File: src/rtl/holy_core_pkg.sv
// Shared pipeline-stage definitions for the holy core: stage state encoding
// and small decode helpers used by the elastic stage registers.
package holy_core_pkg;

  typedef enum logic [1:0] {
    PS_EMPTY   = 2'd0,
    PS_FULL    = 2'd1,
    PS_SKIDDED = 2'd2
  } ps_state_e;

  localparam logic [1:0] PS_OCC_NONE = 2'd0;
  localparam logic [1:0] PS_OCC_ONE  = 2'd1;
  localparam logic [1:0] PS_OCC_TWO  = 2'd2;

  function automatic logic [1:0] ps_occupancy(input ps_state_e s);
    case (s)
      PS_EMPTY:   return PS_OCC_NONE;
      PS_FULL:    return PS_OCC_ONE;
      PS_SKIDDED: return PS_OCC_TWO;
      default:    return PS_OCC_NONE;
    endcase
  endfunction

  // A stage presents data downstream whenever it holds at least one entry.
  function automatic logic ps_holds(input ps_state_e s);
    case (s)
      PS_EMPTY:   return 1'b0;
      PS_FULL:    return 1'b1;
      PS_SKIDDED: return 1'b1;
      default:    return 1'b0;
    endcase
  endfunction

  function automatic logic ps_accepts(input ps_state_e s);
    case (s)
      PS_EMPTY:   return 1'b1;
      PS_FULL:    return 1'b1;
      PS_SKIDDED: return 1'b0;
      default:    return 1'b0;
    endcase
  endfunction

endpackage

File: src/rtl/holy_pipe_stage.sv
// Elastic valid/ready pipeline stage: optional two-entry skid buffer with a
// registered in_ready, flush-dominant redirect, and BUBBLE on empty output.
module holy_pipe_stage
  import holy_core_pkg::*;
#(
  parameter int unsigned      WIDTH  = 32,
  parameter int unsigned      SKID   = 32'd1,
  parameter logic [WIDTH-1:0] BUBBLE = {WIDTH{1'b0}}
) (
  input  logic             clk,
  input  logic             rst,
  input  logic             in_valid,
  output logic             in_ready,
  input  logic [WIDTH-1:0] in_data,
  output logic             out_valid,
  input  logic             out_ready,
  output logic [WIDTH-1:0] out_data,
  input  logic             flush,
  output logic [1:0]       occupancy
);

  ps_state_e        state_q;
  ps_state_e        state_d;
  logic [WIDTH-1:0] main_q;
  logic [WIDTH-1:0] main_d;
  logic [WIDTH-1:0] skid_q;
  logic [WIDTH-1:0] skid_d;
  logic             out_valid_q;
  logic             in_ready_q;
  logic [1:0]       occupancy_q;
  logic             in_fire_s;
  logic             out_fire_s;

  // in_ready_q is low through reset and the first cycle after it, so it also
  // gates the single-entry combinational ready.
  if (SKID != 32'd0) begin : g_skid
    assign in_ready = in_ready_q;
  end else begin : g_single
    assign in_ready = in_ready_q & (~out_valid_q | out_ready);
  end

  assign out_valid = out_valid_q;
  assign occupancy = occupancy_q;
  // main_q is parked at BUBBLE whenever the stage is empty.
  assign out_data  = main_q;

  // Handshake qualification; a flush cancels any incoming transfer.
  always_comb begin
    in_fire_s  = in_valid & in_ready & ~flush;
    out_fire_s = out_valid_q & out_ready;
  end

  // Next-state and datapath selection for the stage FSM.
  always_comb begin
    state_d = state_q;
    main_d  = main_q;
    skid_d  = skid_q;
    if (flush) begin
      state_d = PS_EMPTY;
      main_d  = BUBBLE;
      skid_d  = BUBBLE;
    end else begin
      case (state_q)
        PS_EMPTY: begin
          if (in_fire_s) begin
            state_d = PS_FULL;
            main_d  = in_data;
          end else begin
            state_d = PS_EMPTY;
          end
        end
        PS_FULL: begin
          if (in_fire_s && out_fire_s) begin
            state_d = PS_FULL;
            main_d  = in_data;
          end else if (in_fire_s) begin
            state_d = PS_SKIDDED;
            skid_d  = in_data;
          end else if (out_fire_s) begin
            state_d = PS_EMPTY;
            main_d  = BUBBLE;
          end else begin
            state_d = PS_FULL;
          end
        end
        PS_SKIDDED: begin
          if (out_fire_s) begin
            state_d = PS_FULL;
            main_d  = skid_q;
            skid_d  = BUBBLE;
          end else begin
            state_d = PS_SKIDDED;
          end
        end
        default: begin
          state_d = PS_EMPTY;
          main_d  = BUBBLE;
          skid_d  = BUBBLE;
        end
      endcase
    end
  end

  // State, payload and registered status outputs.
  always_ff @(posedge clk or posedge rst) begin
    if (rst) begin
      state_q     <= PS_EMPTY;
      main_q      <= BUBBLE;
      skid_q      <= BUBBLE;
      out_valid_q <= 1'b0;
      in_ready_q  <= 1'b0;
      occupancy_q <= PS_OCC_NONE;
    end else begin
      state_q     <= state_d;
      main_q      <= main_d;
      skid_q      <= skid_d;
      out_valid_q <= ps_holds(state_d);
      in_ready_q  <= ps_accepts(state_d);
      occupancy_q <= ps_occupancy(state_d);
    end
  end

endmodule

File: config.mk
export PLATFORM = sky130hd
export DESIGN_NAME = holy_pipe_stage
export DESIGN_NICKNAME = d
export VERILOG_FILES = /design/src/rtl/holy_core_pkg.sv /design/src/rtl/holy_pipe_stage.sv
export SDC_FILE = /design/constraint.sdc
export NUM_CORES = 1
export LEC_CHECK = 0
export ABC_AREA = 1
export BUFFER_PORTS_ARGS = -buffer_cell sky130_fd_sc_hd__buf_2
export CORE_MARGIN = 2
export CORE_UTILIZATION = 54
export DETAILED_ROUTE_END_ITERATION = 10
export PLACE_DENSITY = 0.85
export RECOVER_POWER = 25
export SYNTH_ARGS = -nofsm -noshare
export SYNTH_HDL_FRONTEND = slang
export SYNTH_SLANG_ARGS = --single-unit
File: constraint.sdc
create_clock -name clk -period 2.6 [get_ports clk]
set_input_delay 0.26 -clock clk [delete_from_list [all_inputs] [get_ports clk]]
set_output_delay 0.26 -clock clk [all_outputs]
set_load 0.03 [all_outputs]
==> results of run 1 <==
[power breakdown]
group	switching (W)	internal (W)
Sequential	0.0000518	0.00118
Clock	0.000375	0.000339
Combinational	0.000418	0.000160
[sequential cells by signal (all words and copies together) (netlist names)]
signal     count
in_ready       1
occupancy      2
out_data      32
out_valid      1
skid_q        32
state_q        2
[placed cells by master (no fill, tap or decap), drive strengths merged]
cell type,instances
nand2,205
buf,79
dfrtp,70
nand3,40
a21oi,33
o21ai,32
clkbuf,14
inv,11
nor2,6
ha,5
clkinv,2
nand3b,1
or2,1
[metal layers]
| metal | track usage | wire length, um | part of all wire | vias up |
|---|---|---|---|---|
| met2 | 0.383 | 3890 | 0.48 | 119 |
| met3 | 0.0358 | 443 | 0.055 | 19 |
| met5 | 0 | 0 | 0 | - |
| li1 | - | - | - | 1507 |
| met4 | 0.109 | 188 | 0.023 | 0 |
| met1 | 0.342 | 3540 | 0.44 | 1450 |
[worst min-delay path: cells and delay by family]
kind | cells | cell delay, ps
buffers and inverters | 1 | 110
AO/OA/AOI/OAI | 1 | 60
AND/OR/NAND/NOR | 1 | 50
[cells by family after synthesis]
family                     Yosys count  synth area share
AOI/OAI and AO/OA                   65            0.0965
adders and majority gates            5            0.0186
buffers and inverters               39            0.0561
DFF                                 70             0.520
and+or+nand+nor                    253             0.309
[final cells by class]
type | instances | area, um^2 | share of cell area
sequential | 70 | 1750 | 0.451
multi-input combinational | 323 | 1430 | 0.368
timing repair buffer | 80 | 418 | 0.108
clock buffer | 13 | 139 | 0.0358
tap | 75 | 93.8 | 0.0242
inverter | 11 | 41.3 | 0.0106
clock inverter | 2 | 10.0 | 0.00258
[metrics by stage]
stage	setup WS [ps]	power, W	area [um^2]	instances
final	505	0.00253	3880	574
after global routing	255	0.00266	3880	574
after CTS	512	0.00255	3900	574
after detailed placement	443	0.00184	3750	559
after global placement	625	0.00182	3750	559
after floorplan	572	0.00167	3370	432
[path summary, 6_finish.rpt]
path | depth (start not counted) | slack, ps | to | start
min | 3 | 180 | skid_q[19] | in_data[19]
min in group asynchronous | 2 | 210 | skid_q[17] | rst
min reg2reg | 2 | 480 | out_data[6] | out_data[6]
max reg2reg | 10 | 510 | out_data[26] | in_ready
max | 10 | 510 | out_data[26] | in_ready
max in group asynchronous | 3 | 810 | skid_q[1] | rst
==> results_dict.tcl, run 1 <==
set metrics [dict create \
    die_area_um2 6890 \
    wl_per_cell_um 14.0 \
    ys_warn_count 0 \
    grt_max_degree 41 \
    htree_levels 3 \
    arrival_ps 2310 \
    cts_inserted_buffers 9 \
    hold_buffers 0 \
    syn2layout_area_growth_pct 15.2 \
    cts_root_buf "clkbuf_8" \
    place_hpwl_mm 5.31 \
    fillCellCount 532 \
    port_buffers 72 \
    via_per_inst 5.39 \
    first_pass_iters 5 \
    cts.sinks 70 \
    hold_viol 0 \
    path_buf_inv 3 \
    skew_ps 9.26 \
    slew_viol_final 0 \
    slowest_delay_ps 510 \
    hp-class "input port to flop" \
    gp_congestion 0.832 \
    clk-insertion-delay-late_ps 340 \
    tns_ps 0 \
    die_x_um 83.0 \
    path_cells "nand3_1 > inv_1 > ha_1 > inv_1 > nand3_1 > inv_1 > nand2_1 > nand3_2 > nand2_1 > nand2_1" \
    final.period_utilization 0.806 \
    leakage_nw 2.06 \
    antenna_left 0 \
    synth_nets 474 \
    synth_seq_cells 70 \
    ir_worst_vdd_mv 0.422 \
    synth_edf_count 0 \
    min_period_ps 2090 \
    clock_path_buffers 2 \
    crit_type "flop to flop" \
    ys_top_cells_by_area "dfrtp_1, nand2_1, nand3_1, a21oi_1, o21ai_1" \
    synthTopCellsByCount "nand2_1, dfrtp_1, nand3_1" \
    maxCapViolations 0 \
    start_util 0.562 \
    max_freq_ghz 0.477 \
    final_core_util 0.648 \
    maxSlewHeadroom 0.229 \
    setup_viol 0 \
    wl_mm 8.06 \
    nets 537 \
    ys_dominant_reg_cell "dfrtp_1" \
    outcome "finished clean" \
    synthCells 432 \
    diodes 0 \
    whs_ps 181 \
    cts_setup_buffers 0 \
    netlist_area_um2 3370 \
    rows 28 \
    synth_top_cell_by_area "dfrtp_1" \
    grtUsageTotal 0.245 \
    grt_pass1_vias 2895 \
    drt_iter0_markers 233 \
    crit_family "simple AND/OR/NAND/NOR gates" \
    critPathSlowestCell "nand3_2" \
    synth_cell_type_count 19 \
    grt-ovfl-total 0 \
    tightest_slew_ps 1160 \
    drive_above_1_share 0.202 \
    num_io_pins 73 \
    core_area_um2 5990 \
    grt_antenna_before_repair 0 \
    async_flop_share 1.00 \
    drc 0 \
    grt_pass1_wl_mm 13.7 \
    synth.most_common_cell "nand2_1" \
    cts_tree "yes" \
    power_density_nw_per_um2 651 \
    post_cts_resized 0 \
    yosysTopAreaCellShare 0.520 \
    synth_area_per_cell_um2 7.80 \
    clk_pin_slew_ps 70 \
    path_max_fanout 32 \
    ys_seq_area_frac 0.520 \
    cp-start-kind "flop" \
    die_y_um 83.0 \
    crit_required_ps 2820 \
    rsz0062_at_grt "no" \
    routed-via-count 3095 \
    endpoint_kind "flop" \
]
No activity file was read; power rests on OpenSTA's default activity.
==> inputs of run 2 (changes only) <==
==> constraint.sdc (replaced) <==
create_clock -name clk -period 1.93 [get_ports clk]
set_input_delay 0.193 -clock clk [delete_from_list [all_inputs] [get_ports clk]]
set_output_delay 0.193 -clock clk [all_outputs]
set_load 0.03 [all_outputs]
==> results_dict.tcl, run 2 (same netlist as run 1, synthesis figures left out) <==
set metrics [dict create \
    antenna_left 0 \
    hold_start "in_data[1]" \
    cts_tree "yes" \
    setup_viol 0 \
    min_period_ps 1820 \
    start_util 0.562 \
    whs_path_depth 3 \
    routed-via-count 3223 \
    cts.sinks 70 \
    crit_required_ps 2150 \
    clock_path_buffers 2 \
    ir_worst_vdd_mv 0.491 \
    r2r_cells 10 \
    endpoint_kind "flop" \
    fillCellCount 503 \
    syn2layout_area_growth_pct 19.8 \
    grt_antenna_before_repair 0 \
    arrival_ps 2040 \
    die_y_um 83.0 \
    drc 0 \
    num_io_pins 73 \
    final_core_util 0.674 \
    maxCapViolations 0 \
    final_common_cell "nand2_1" \
    max_freq_ghz 0.550 \
    cts_root_buf "clkbuf_8" \
    nets 547 \
    gp_congestion 0.827 \
    grtUsageTotal 0.244 \
    mostFrequentLayoutCells "nand2_1, buf_2, dfrtp_1" \
    whs_ps 102 \
    crit_type "flop to flop" \
    clk_pin_slew_ps 70 \
    power_density_nw_per_um2 893 \
    outcome "finished clean" \
    leakage_nw 2.11 \
    drive_above_1_share 0.228 \
    place_hpwl_mm 4.97 \
    htree_levels 3 \
    final.period_utilization 0.942 \
    die_area_um2 6890 \
    hold_viol 0 \
    tightest_slew_ps 950 \
    grt-ovfl-total 0 \
    rr_endpoint "in_ready" \
    maxSlewHeadroom 0.367 \
    wl_mm 8.41 \
    wl_per_cell_um 14.4 \
    hold_path_end "skid_q[1]" \
    r2r_slack_ps 110 \
    grt_pass1_vias 3022 \
    fin_cells 583 \
    cts_inserted_buffers 9 \
    core_area_um2 5990 \
    cp-start-kind "flop" \
    via_per_inst 5.53 \
    diodes 0 \
    first_pass_iters 7 \
    clk-insertion-delay-late_ps 340 \
    drt_iter0_markers 230 \
    hp-class "input port to flop" \
    tns_ps 0 \
    total_power_w 0.00360 \
    slew_viol_final 0 \
    grt_pass1_wl_mm 13.7 \
    port_buffers 72 \
    dp_cells 565 \
    rows 28 \
    path_max_fanout 3 \
    r2r-start "in_ready" \
    die_x_um 83.0 \
    skew_ps 9.66 \
    grt_max_degree 71 \
]
-- run 2: timing repair --
action                     in CTS  in global routing
setup buffers                   0                  2
hold buffers                    1                  0
resized for setup               0                  9
hold endpoints to repair       70                  0
setup endpoints to repair       0                 37
-- run 2: area by class of cell --
cell class	instances	area, um^2	area share
clock buffers	12	135	0.0335
well taps	75	93.8	0.0232
flip-flops and latches	70	1750	0.434
clock inverters	2	35.0	0.00868
inverters	11	45.0	0.0112
repair buffers	89	505	0.125
multi-input cells	324	1470	0.364
-- run 2: how the worst max path moves through the flow --
stage                     startpoint  cells past startpoint       end
after global placement      in_ready                     10  in_ready
after detailed placement    in_ready                     10  in_ready
after global routing        in_ready                     10  in_ready
after floorplan             in_ready                     10  in_ready
final                       in_ready                     10  in_ready
after CTS                   in_ready                     10  in_ready
-- run 2: metrics by stage --
step,setup WS (ps),instance area [um^2]
5_1_grt,-6.02,4040
2_1_floorplan,40.0,3370
3_5_place_dp,19.1,3800
3_3_place_gp,105,3800
4_1_cts,3.32,3980
6_report,111,4040
-- run 2: report_power, final --
part,switching [W],internal [W],leakage (nW)
clock,0.000520,0.000583,0.0863
combinational,0.000589,0.000251,1.09
sequential,0.0000676,0.00159,0.940
-- run 2: layer usage --
| layer | share of wire | routed length [um] | vias up | global-route usage |
|---|---|---|---|---|
| met1 | 0.42 | 3510 | 1527 | 0.328 |
| met3 | 0.075 | 634 | 22 | 0.0447 |
| li1 | - | - | 1527 | - |
| met4 | 0.023 | 191 | 0 | 0.0969 |
| met2 | 0.48 | 4070 | 147 | 0.393 |
| met5 | 0 | 0 | - | 0 |
-- run 2: worst max-delay path, stage by stage, from the launching register on --
cell      delay (ps)
dfrtp_2          430
nand3_4           80
inv_2             50
ha_1             280
inv_1             50
nor2_1            30
nand3b_1         160
nand2_2          100
inv_1             60
ha_2             180
or2_2            270
==> inputs of run 3 (changes only) <==
--- a/config.mk
+++ b/config.mk
@@ -10,7 +10,7 @@
 export CORE_MARGIN = 2
 export CORE_UTILIZATION = 54
 export DETAILED_ROUTE_END_ITERATION = 10
-export PLACE_DENSITY = 0.85
+export PLACE_DENSITY = 0.79
 export RECOVER_POWER = 25
 export SYNTH_ARGS = -nofsm -noshare
 export SYNTH_HDL_FRONTEND = slang
==> results_dict.tcl, run 3 (same netlist as run 1, synthesis figures left out) <==
set metrics [dict create \
    arrival_ps 2050 \
    whs_path_depth 3 \
    cts_tree "yes" \
    antenna_left 0 \
    hold_viol 0 \
    cts.sinks 70 \
    gp_congestion 0.853 \
    max_freq_ghz 0.546 \
    via_per_inst 5.34 \
    r2r_cells 10 \
    drt_iter0_markers 266 \
    grt_antenna_before_repair 0 \
    start_util 0.562 \
    mostFrequentLayoutCells "nand2_1, dfrtp_1, buf_2" \
    fillCellCount 518 \
    port_buffers 72 \
    multi_input_area_um2 1470 \
    tightest_slew_ps 1360 \
    clk_pin_slew_ps 70 \
    wl_mm 8.17 \
    leakage_nw 2.07 \
    seqCellArea_um2 1750 \
    cp-start-kind "flop" \
    maxSlewHeadroom 0.0853 \
    die_x_um 83.0 \
    grt_pass1_wl_mm 13.2 \
    syn2layout_area_growth_pct 20.0 \
    setup_viol 0 \
    slew_viol_final 0 \
    cpMostUsedCell "inv_1" \
    endpoint_kind "flop" \
    cts_root_buf "clkbuf_8" \
    drive_above_1_share 0.203 \
    skew_ps 8.10 \
    power_density_nw_per_um2 908 \
    diodes 0 \
    final.period_utilization 0.949 \
    maxCapViolations 0 \
    clock_path_buffers 2 \
    drc 0 \
    die_y_um 83.0 \
    min_period_ps 1830 \
    num_io_pins 73 \
    wl_per_cell_um 14.0 \
    final_common_cell "nand2_1" \
    path_max_fanout 3 \
    path_cells "nand3_4 > inv_2 > ha_4 > inv_1 > nor2_1 > nand3b_1 > nand2_2 > inv_1 > ha_1 > or2_2" \
    nets 544 \
    grt_pass1_vias 2860 \
    hold_path_end "skid_q[22]" \
    core_area_um2 5990 \
    r2r-start "in_ready" \
    crit_required_ps 2150 \
    crit_family "simple AND/OR/NAND/NOR gates" \
    hold_start "in_data[22]" \
    die_area_um2 6890 \
    routed-via-count 3110 \
    tns_ps 0 \
    hp-class "input port to flop" \
    ir_worst_vdd_mv 0.447 \
    clk-insertion-delay-late_ps 340 \
    crit_type "flop to flop" \
    cts_inserted_buffers 9 \
    slowest_delay_ps 430 \
    first_pass_iters 8 \
    grt_max_degree 42 \
    grtUsageTotal 0.236 \
    rr_endpoint "in_ready" \
    rows 28 \
    path_buf_inv 3 \
    dp_cells 563 \
    fin_cells 582 \
    grt-ovfl-total 0 \
    place_hpwl_mm 5.08 \
    critPathSlowestCell "dfrtp_2" \
    r2r_slack_ps 100 \
    outcome "finished clean" \
    htree_levels 3 \
]
==> run 3: cell count changes in the layout (fill, tap and decap cells not counted), moves of 2 or more <==
cell | previous run | this run
buf_4 | 13 | 10
clkbuf_1 | 4 | 15
buf_2 | 71 | 59
clkbuf_8 | 9 | 11
==> run 3: report_power, final <==
group | total [W] | switching, W | internal, W
combinational | 0.000817 | 0.000581 | 0.000236
sequential | 0.00166 | 0.0000675 | 0.00159
clock | 0.00119 | 0.000527 | 0.000667
==> run 3: how the worst max path moves through the flow <==
stage | start | end | slack [ps] | cells after the start
finish | in_ready | in_ready | 100 | 10
detailed placement | in_ready | in_ready | -50 | 10
global route | out_valid | out_data[13] | -0.8 | 9
floorplan | in_ready | in_ready | 40 | 10
global placement | in_ready | in_ready | 80 | 10
CTS | in_ready | in_ready | 30 | 10
==> run 3: layout make-up <==
type,count,area share
Sequential cell,70,0.434
Multi-Input combinational cell,324,0.364
Timing Repair Buffer,86,0.119
Clock buffer,13,0.0393
Tap cell,75,0.0232
Clock inverter,3,0.0105
Inverter,11,0.0105
==> run 3: per-stage QoR <==
stage                     hold WS (ps)  area (um^2)  worst slack [ps]  utilization  power, W
final                              111         4040              98.9        0.675   0.00367
after global routing               112         4040            -0.789        0.675   0.00387
after floorplan                    339         3370              40.0            -   0.00225
after detailed placement           330         3800             -47.1        0.634   0.00249
after CTS                          103         4020              29.4        0.670   0.00368
after global placement             317         3800              79.4        0.634   0.00247
==> run 3: routing by layer <==
metal	global-route usage	routed length (um)
met1	0.324	3580
met3	0.0437	518
met4	0.0924	140
met5	0	0
met2	0.375	3930
==> run 3: timing repair <==
action                                  in CTS  in global routing
hold endpoints to repair                    29                  0
endpoints found under the setup margin       2                 34
gates resized for setup                      2                  7
setup buffers                                0                  1
gates cloned                                 0                  1
pin swaps                                    0                  3
hold buffers                                 1                  0
==> run 3: worst register-to-register path: stages (launching register included) <==
cell and delay [ps]:
dfrtp_2 430, nand3_4 110, inv_2 70, ha_4 240, inv_1 50, nor2_1 30
nand3b_1 160, nand2_2 110, inv_1 60, ha_1 200, or2_2 260
